**config.mk**
```make
export PLATFORM = sky130hd
export DESIGN_NAME = regfile_theta_bank
export DESIGN_NICKNAME = d
export VERILOG_FILES = /design/src/rtl/regfile_theta_bank.sv
export SDC_FILE = /design/constraint.sdc
export NUM_CORES = 1
export LEC_CHECK = 0
export CAP_MARGIN = 25
export CORE_AREA = 3 3 190 192
export CTS_BUF_LIST = sky130_fd_sc_hd__clkbuf_4 sky130_fd_sc_hd__clkbuf_8 sky130_fd_sc_hd__clkbuf_16
export DETAILED_ROUTE_END_ITERATION = 8
export DIE_AREA = 0 0 193 195
export DONT_BUFFER_PORTS = 1
export PLACE_DENSITY = 0.63
export SKIP_LAST_GASP = 1
export SYNTH_ARGS = -nofsm -noshare
export SYNTH_HDL_FRONTEND = slang
export SYNTH_SLANG_ARGS = --single-unit
```
**constraint.sdc**
```tcl
create_clock -name clk -period 17.4 [get_ports clk]
set_clock_uncertainty 0.2 [all_clocks]
set_input_delay 4.35 -clock clk [delete_from_list [all_inputs] [get_ports clk]]
set_output_delay 4.35 -clock clk [all_outputs]
set_load 0.02 [all_outputs]
```
**src/rtl/regfile_theta_bank.sv**
```systemverilog
// ---------------------------------------------------------------------------
// regfile_theta_bank
//
// Append-only register bank with in-place update and a registered read port.
// Entries are filled in order (a load always writes entry `count`), existing
// entries may be overwritten through the update port, and reads of entries
// that were never written return zero with an error pulse.
//
// Parameters
//   DATA_W  entry width in bits
//   DEPTH   number of entries (power of two, 2..64)
//   ADDR_W  log2(DEPTH)
//
// Ports
//   clk        single clock, all state changes on its rising edge
//   rst        asynchronous active-high reset
//   clr        synchronous clear of contents and state (beats every other op)
//   load_en    append din at entry `count` unless full
//   din        append data
//   upd_en     overwrite entry upd_addr if it is already valid
//   upd_addr   overwrite index
//   upd_din    overwrite data
//   rd_en      read request
//   rd_addr    read index
//   dout       registered read data
//   dout_valid high for the cycle after an accepted read
//   rd_err     high with dout_valid when the read hit an unwritten entry
//   count      number of valid entries, 0..DEPTH
//   full       count == DEPTH
//   empty      count == 0
//   ovf        sticky: a load was attempted while full
//
// Build option
//   THETA_BANK_TRISTATE_EN  when defined, dout floats whenever dout_valid is
//                           low so several banks can share one bus. Otherwise
//                           dout holds the last read value.
// ---------------------------------------------------------------------------
module regfile_theta_bank #(
    parameter int unsigned DATA_W = 32,
    parameter int unsigned DEPTH  = 8,
    parameter int unsigned ADDR_W = 3
) (
    input  logic              clk,
    input  logic              rst,
    input  logic              clr,
    input  logic              load_en,
    input  logic [DATA_W-1:0] din,
    input  logic              upd_en,
    input  logic [ADDR_W-1:0] upd_addr,
    input  logic [DATA_W-1:0] upd_din,
    input  logic              rd_en,
    input  logic [ADDR_W-1:0] rd_addr,
    output logic [DATA_W-1:0] dout,
    output logic              dout_valid,
    output logic              rd_err,
    output logic [ADDR_W:0]   count,
    output logic              full,
    output logic              empty,
    output logic              ovf
);

    localparam logic [ADDR_W:0] DepthCnt = (ADDR_W + 1)'(DEPTH);
    localparam logic [ADDR_W:0] CntOne   = (ADDR_W + 1)'(1);

    // ------------------------------------------------------------------
    // State
    // ------------------------------------------------------------------
    logic [DATA_W-1:0] mem_q [DEPTH];
    logic [DATA_W-1:0] mem_d [DEPTH];
    logic [ADDR_W:0]   count_q, count_d;
    logic              ovf_q, ovf_d;
    logic [DATA_W-1:0] dout_q, dout_d;
    logic              dout_valid_q, dout_valid_d;
    logic              rd_err_q, rd_err_d;

    // ------------------------------------------------------------------
    // Decode, all judged against the pre-edge count
    // ------------------------------------------------------------------
    logic full_w;
    logic empty_w;
    logic load_ok;
    logic load_ovf;
    logic upd_ok;
    logic rd_hit;

    always_comb begin
        full_w   = (count_q == DepthCnt);
        empty_w  = (count_q == '0);
        load_ok  = load_en & ~full_w;
        load_ovf = load_en & full_w;
        upd_ok   = upd_en & ({1'b0, upd_addr} < count_q);
        rd_hit   = ({1'b0, rd_addr} < count_q);
    end

    // ------------------------------------------------------------------
    // Next state
    // ------------------------------------------------------------------
    always_comb begin
        mem_d        = mem_q;
        count_d      = count_q;
        ovf_d        = ovf_q;
        dout_d       = dout_q;
        dout_valid_d = 1'b0;
        rd_err_d     = 1'b0;

        if (clr) begin
            for (int i = 0; i < int'(DEPTH); i++) begin
                mem_d[i] = '0;
            end
            count_d = '0;
            ovf_d   = 1'b0;
            dout_d  = '0;
        end else begin
            // An accepted update targets an index below count and a load
            // targets index count, so the two writes never collide.
            if (upd_ok) begin
                mem_d[upd_addr] = upd_din;
            end
            if (load_ok) begin
                mem_d[count_q[ADDR_W-1:0]] = din;
                count_d = count_q + CntOne;
            end
            if (load_ovf) begin
                ovf_d = 1'b1;
            end
            // Read uses mem_q, so a same-cycle write to the index is not seen.
            if (rd_en) begin
                dout_valid_d = 1'b1;
                if (rd_hit) begin
                    dout_d = mem_q[rd_addr];
                end else begin
                    dout_d   = '0;
                    rd_err_d = 1'b1;
                end
            end
        end
    end

    // ------------------------------------------------------------------
    // Registers
    // ------------------------------------------------------------------
    always_ff @(posedge clk or posedge rst) begin
        if (rst) begin
            for (int i = 0; i < int'(DEPTH); i++) begin
                mem_q[i] <= '0;
            end
            count_q      <= '0;
            ovf_q        <= 1'b0;
            dout_q       <= '0;
            dout_valid_q <= 1'b0;
            rd_err_q     <= 1'b0;
        end else begin
            mem_q        <= mem_d;
            count_q      <= count_d;
            ovf_q        <= ovf_d;
            dout_q       <= dout_d;
            dout_valid_q <= dout_valid_d;
            rd_err_q     <= rd_err_d;
        end
    end

    // ------------------------------------------------------------------
    // Outputs
    // ------------------------------------------------------------------
    assign dout_valid = dout_valid_q;
    assign rd_err     = rd_err_q;
    assign count      = count_q;
    assign full       = full_w;
    assign empty      = empty_w;
    assign ovf        = ovf_q;

`ifdef THETA_BANK_TRISTATE_EN
    assign dout = dout_valid_q ? dout_q : {DATA_W{1'bz}};
`else
    assign dout = dout_q;
`endif

endmodule

```
Yosys cells after proc, flatten, opt, wreduce, memory -nomap -nowiden
Cells that the tools add are included.
Word-level totals
  logic and storage cells: 60
  register bits: 295
  input port bits: 76
Cells by class
  order comparisons: 7
  equal/unequal tests: 1
  bitwise logic cells: 7
  muxes and demuxes: 25
  reductions and logical operators: 6
  $add $sub $neg: 1
Operators by type and width (count)
  256-bit 2-to-1 mux: 4
  256-bit bitwise mux: 2
  32-bit 2-to-1 mux: 7
  32-bit demux with 3-bit select: 2
  32-bit binary-select mux with 3-bit select: 1
  4-bit >= comparator (second input constant): 3
  3-bit inverter with 4-bit output: 3
  3-bit by 4-bit < comparator with 1-bit output: 2
  4-bit by 1-bit < comparator with 1-bit output (second input constant): 2
  4-bit 2-to-1 mux: 2
  1-bit 2-to-1 mux: 7
  2-bit nonzero test: 3
  4-bit by 1-bit adder with 4-bit output (second input constant): 1
  4-bit equality test (second input constant): 1
  4-bit logical NOT: 1
  1-bit bitwise AND: 3
  1-bit logical AND: 2
  1-bit inverter: 1

Longest topological paths before layout
  depth after elaboration: 11
  mapped depth: 11

Least setup slack after synthesis
No wires, ideal clock.
  path type: input to register
  start point: input port upd_addr[1]
  end point: register mem_q[214] (netlist bit)
  buffers on the path: 4
  library setup time: 0.123 ns
  stages: 9
  arrival: 6.020 ns
  path slack: 11.058 ns
  path through: ha_1 nand2b_4 o221a_1 buf_6 buf_6 or3_4 buf_6 buf_6 o221a_2
RTL lines
  start: declaration: line 49  | input logic [ADDR_W-1:0] upd_addr,
  end signal: assignment: line 153  | mem_q <= mem_d;
  end: declaration: line 68  | logic [DATA_W-1:0] mem_q [DEPTH];

==> impl_summary.txt <==
----------------------------------------------------
[Timing]
  Unrepaired setup endpoints after global routing ... false
  Part of the cycle the worst path needs ... 0.404
  Setup ws final ... 10370 ps
  Timing-limited maximum frequency ... 0.142 GHz
  Sum Neg Setup Slack ... 0 ps
  Max-slew headroom at the worst pin ... 0.259
  Clock period minus worst slack ... 7030 ps
  Final count of negative-setup-slack endpoints ... 0
  Slew of the pin with the lowest slew margin ... 1110 ps
  Final hold violation count ... 0
  Final Slew Violations ... 0

[Pwr]
  Pwr/cell area ... about 98 nW/um^2
  Proportion of power drawn by flip-flops and latches ... 0.425
  Share of power burned in the clock network ... 0.456
  Internal portion of total power ... 0.00128 W
  Static leakage ... 7.22 nW
  Share of total power consumed by net switching ... 0.264
  Max VDD drop ... roughly 0.000074 V
  Share of total power in combinational logic ... 0.119
  Net switching power figure ... between 0.0004 and 0.0005 W

[Clock tree]
  Clk Latency, worst-skew pair ... 510 ps
  Number of instances resized during post-cts repair ... 0
  Setup Fix Bufs, Post-CTS ... 0
  Quantity of hold-fixing buffers added after cts ... 0
  Number of buffers created by CTS ... 35
  Clock tree from TritonCTS ... done
  Reg clk slew, reported paths ... 60 ps
  Maximum buffer depth of the clock tree ... 3
  Master cell of the clock root buffer ... sky130_fd_sc_hd__clkbuf_16
  Clock Sink Count ... 295
  H-tree levels ... 2

[Min path]
  Critical hold path startpoint ... mem_q[220]
  Hold/Removal Path Class ... register to register

[Logic synthesis]
  FF+latch count, synth ... 295
  Synth Area in XOR/XNOR ... 0.00162
  Compound-Gate Fraction of Synth Area ... 0.350
  Dominant combinational cell family by area after synthesis ... compound AO/OA/AOI/OAI gates
  Portion of the post-synthesis area used by sequential elements ... 0.455
  Syn Nets ... 1658
  Mux contribution to synthesized area ... 0.0796
  Post-Synth Adder-Cell Area ... 0.00463
  Post-synthesis cell count ... roughly 1600
  Synthesized cell area ... 16200 sq um
  Simple logic cell fraction of the synthesized area ... 0.0363
  Ys Warns ... 0
  Distinct cell type count of the synthesized netlist ... 40
  Mapped Avg Cell Area ... 10.3 sq um

[Critical path]
  Data required time of the critical path ... 17600 ps
  Ordered list of cells on the worst path ... ha_1 > nor2b_1 > o221a_4 > buf_4 > o21bai_4 > buf_16 > o221a_2
  Crit path capture type ... register
  Nature of the critical path startpoint ... input port
  Critical path class ... input port to register
  Peak fanout along the critical path ... 99
  Critical path launch point ... upd_addr[2]
  Critical Path AT ... 7230 ps
  Worst flop-to-flop path startpoint ... count[2]
  Max stage delay cell, worst path ... sky130_fd_sc_hd__buf_4
  CP peak stage delay ... 840 ps

[Floorplanning]
  Top-Level Pins ... 117
  Number of rows in the core area ... 68
  Die Outline Area ... 37600 sq um
  Core box area ... 34500 sq um
  Die Y ... 195 um
  Initial standard-cell utilization of the core ... 0.470
  Die outline width ... 193 um

[Place]
  Count of port buffers added during placement ... 0
  RD Place Congestion ... slightly below 0.8
  Post-DP HPWL ... between 20 and 30 mm
  DP Cell Count ... 1824
  Post-Place Cell Area ... 16200 sq um
  Setup WS pre-CTS ... 9840 ps

[Drt]
  Wire length per cell after detailed routing ... 28.6 um
  Via/cell ratio ... between 7 and 8
  Initial DRT Pass Iterations ... 6
  Detailed-route via count ... 14000
  Aggregate routed wire length ... 54.2 mm
  Initial DRC count ... 1680
  Residual DRC count ... 0
  Post-route antenna net violation count ... 0

[GRT]
  Global-route wire length before repair ... 85.0 mm
  Pin count of the biggest net entering global routing ... 264
  Vias in the first global route ... 14000
  Remaining global-route overflow ... 0
  Initial antenna violation count ... 0
  Global-route usage over all layers ... 0.283

[Layout]
  Seq. cell area ... 7380 sq um
  Number of nets in the layout ... ~1500
  Multi-input gate area ... 7830 sq um
  Filler cells ... between 3000 and 4000
  Antenna cell count ... 0
  Non-Filler Instances ... approximately 1900
  Utilization after layout ... 0.514
  Fraction of layout instances using a drive strength above 1 ... 0.105
  Final std cell area, no fill ... 17700 sq um
  Area growth syn-to-layout ... 9.39%

[Status]
  Status ... complete, no violations

[Flow run]
  Number of maximum-capacitance violations ... 0

----------------------------------------------------
==> worst paths after layout <==
check                        endpoint  slack, ps  cells after the start
setup / recovery           mem_q[128]      10370                      7
hold / removal             mem_q[220]        360                      1
setup reg to reg           mem_q[128]      13170                      8
hold reg to reg            mem_q[220]        360                      1
max in group asynchronous      rd_err      11940                      3
min in group asynchronous    dout[15]       3660                      2
==> critical path: cells and delay by family <==
| kind | cells | cell delay, ps |
|---|---|---|
| AO/OA/AOI/OAI | 3 | 1220 |
| adder cells (fa/ha/maj) | 1 | 250 |
| buffers and inverters | 2 | 1120 |
| AND/OR/NAND/NOR | 1 | 260 |
==> through the flow <==
| stage | total power (W) | hold slack (ps) |
|---|---|---|
| after global placement | 0.000937 | 338 |
| after floorplan | 0.000906 | 327 |
| after CTS | 0.00174 | 351 |
| after global routing | 0.00180 | 367 |
| after detailed placement | 0.000945 | 343 |
| final | 0.00174 | 357 |
==> sequential cells by signal (all words and copies together) (netlist names) <==
signal / cells
count: 4
dout: 32
dout_valid: 1
mem_q: 256
ovf: 1
rd_err: 1
==> layout by cell type (no fill, tap or decap), drive strengths merged, types with 6 or more instances in the layout <==
| cell type | n |
|---|---|
| a21oi | 130 |
| a221oi | 125 |
| a22oi | 64 |
| a41oi | 125 |
| buf | 37 |
| clkbuf | 49 |
| clkinv | 6 |
| dfrtp | 295 |
| ha | 6 |
| inv | 39 |
| mux2i | 129 |
| nand2 | 67 |
| nand3 | 10 |
| nor2 | 14 |
| nor2b | 9 |
| o21ai | 161 |
| o221a | 129 |
==> power by group through the flow <==
stage	Sequential, W	Combinational, W	Clock (W)
floorplan	0.000745	0.000162	0
global placement	0.000750	0.000186	0
detailed placement	0.000751	0.000195	0
CTS	0.000739	0.000195	0.000803
global route	0.000742	0.000222	0.000832
finish	0.000739	0.000206	0.000794
==> final cells by class <==
class                   instances  area share
multi-input cells            1009       0.441
flip-flops and latches        295       0.416
clock buffers                  49      0.0604
well taps                     455      0.0321
repair buffers                 37      0.0319
clock inverters                13     0.00980
inverters                      38     0.00846
==> synth_stat cells (all sizes together) <==
cell type	number	area share
dfrtp	295	0.46
clkbuf	180	0.042
o21ai	161	0.050
a21oi	130	0.040
mux2i	129	0.080
o221a	129	0.090
a221oi	125	0.067
a41oi	125	0.067
nand2	67	0.016
a22oi	64	0.030
buf	54	0.022
inv	38	0.0088
nor2	14	0.0032
nand3	10	0.0031
nor2b	9	0.0035
ha	6	0.0046
nand2b	5	0.0024
nor3	5	0.0019
and2	4	0.0015
nand4	4	0.0015
o21bai	4	0.0019
or3	4	0.0019
a311oi	3	0.0016
xnor2	3	0.0016
a211o	1	0.00054
a21o	1	0.00046
a221o	1	0.00062
and3	1	0.00039
and4	1	0.00054
nor4b	1	0.00093
o211ai	1	0.00046
o221ai	1	0.00054
==> routing by layer <==
metal,vias to the layer above,wire (um),global-route usage
li1,5958,-,-
met1,7171,23300,0.410
met2,741,24600,0.421
met3,108,4760,0.0621
met4,0,1470,0.0983
met5,-,0,0
==> kinds of logic after synthesis <==
| logic type | Yosys count |
|---|---|
| AOI/OAI and AO/OA | 746 |
| DFF | 295 |
| buffers and inverters | 272 |
| muxes | 129 |
| and+or+nand+nor | 125 |
| adders and majority gates | 6 |
| xor gates and xnor gates | 3 |
No activity file was read; power rests on OpenSTA's default activity.
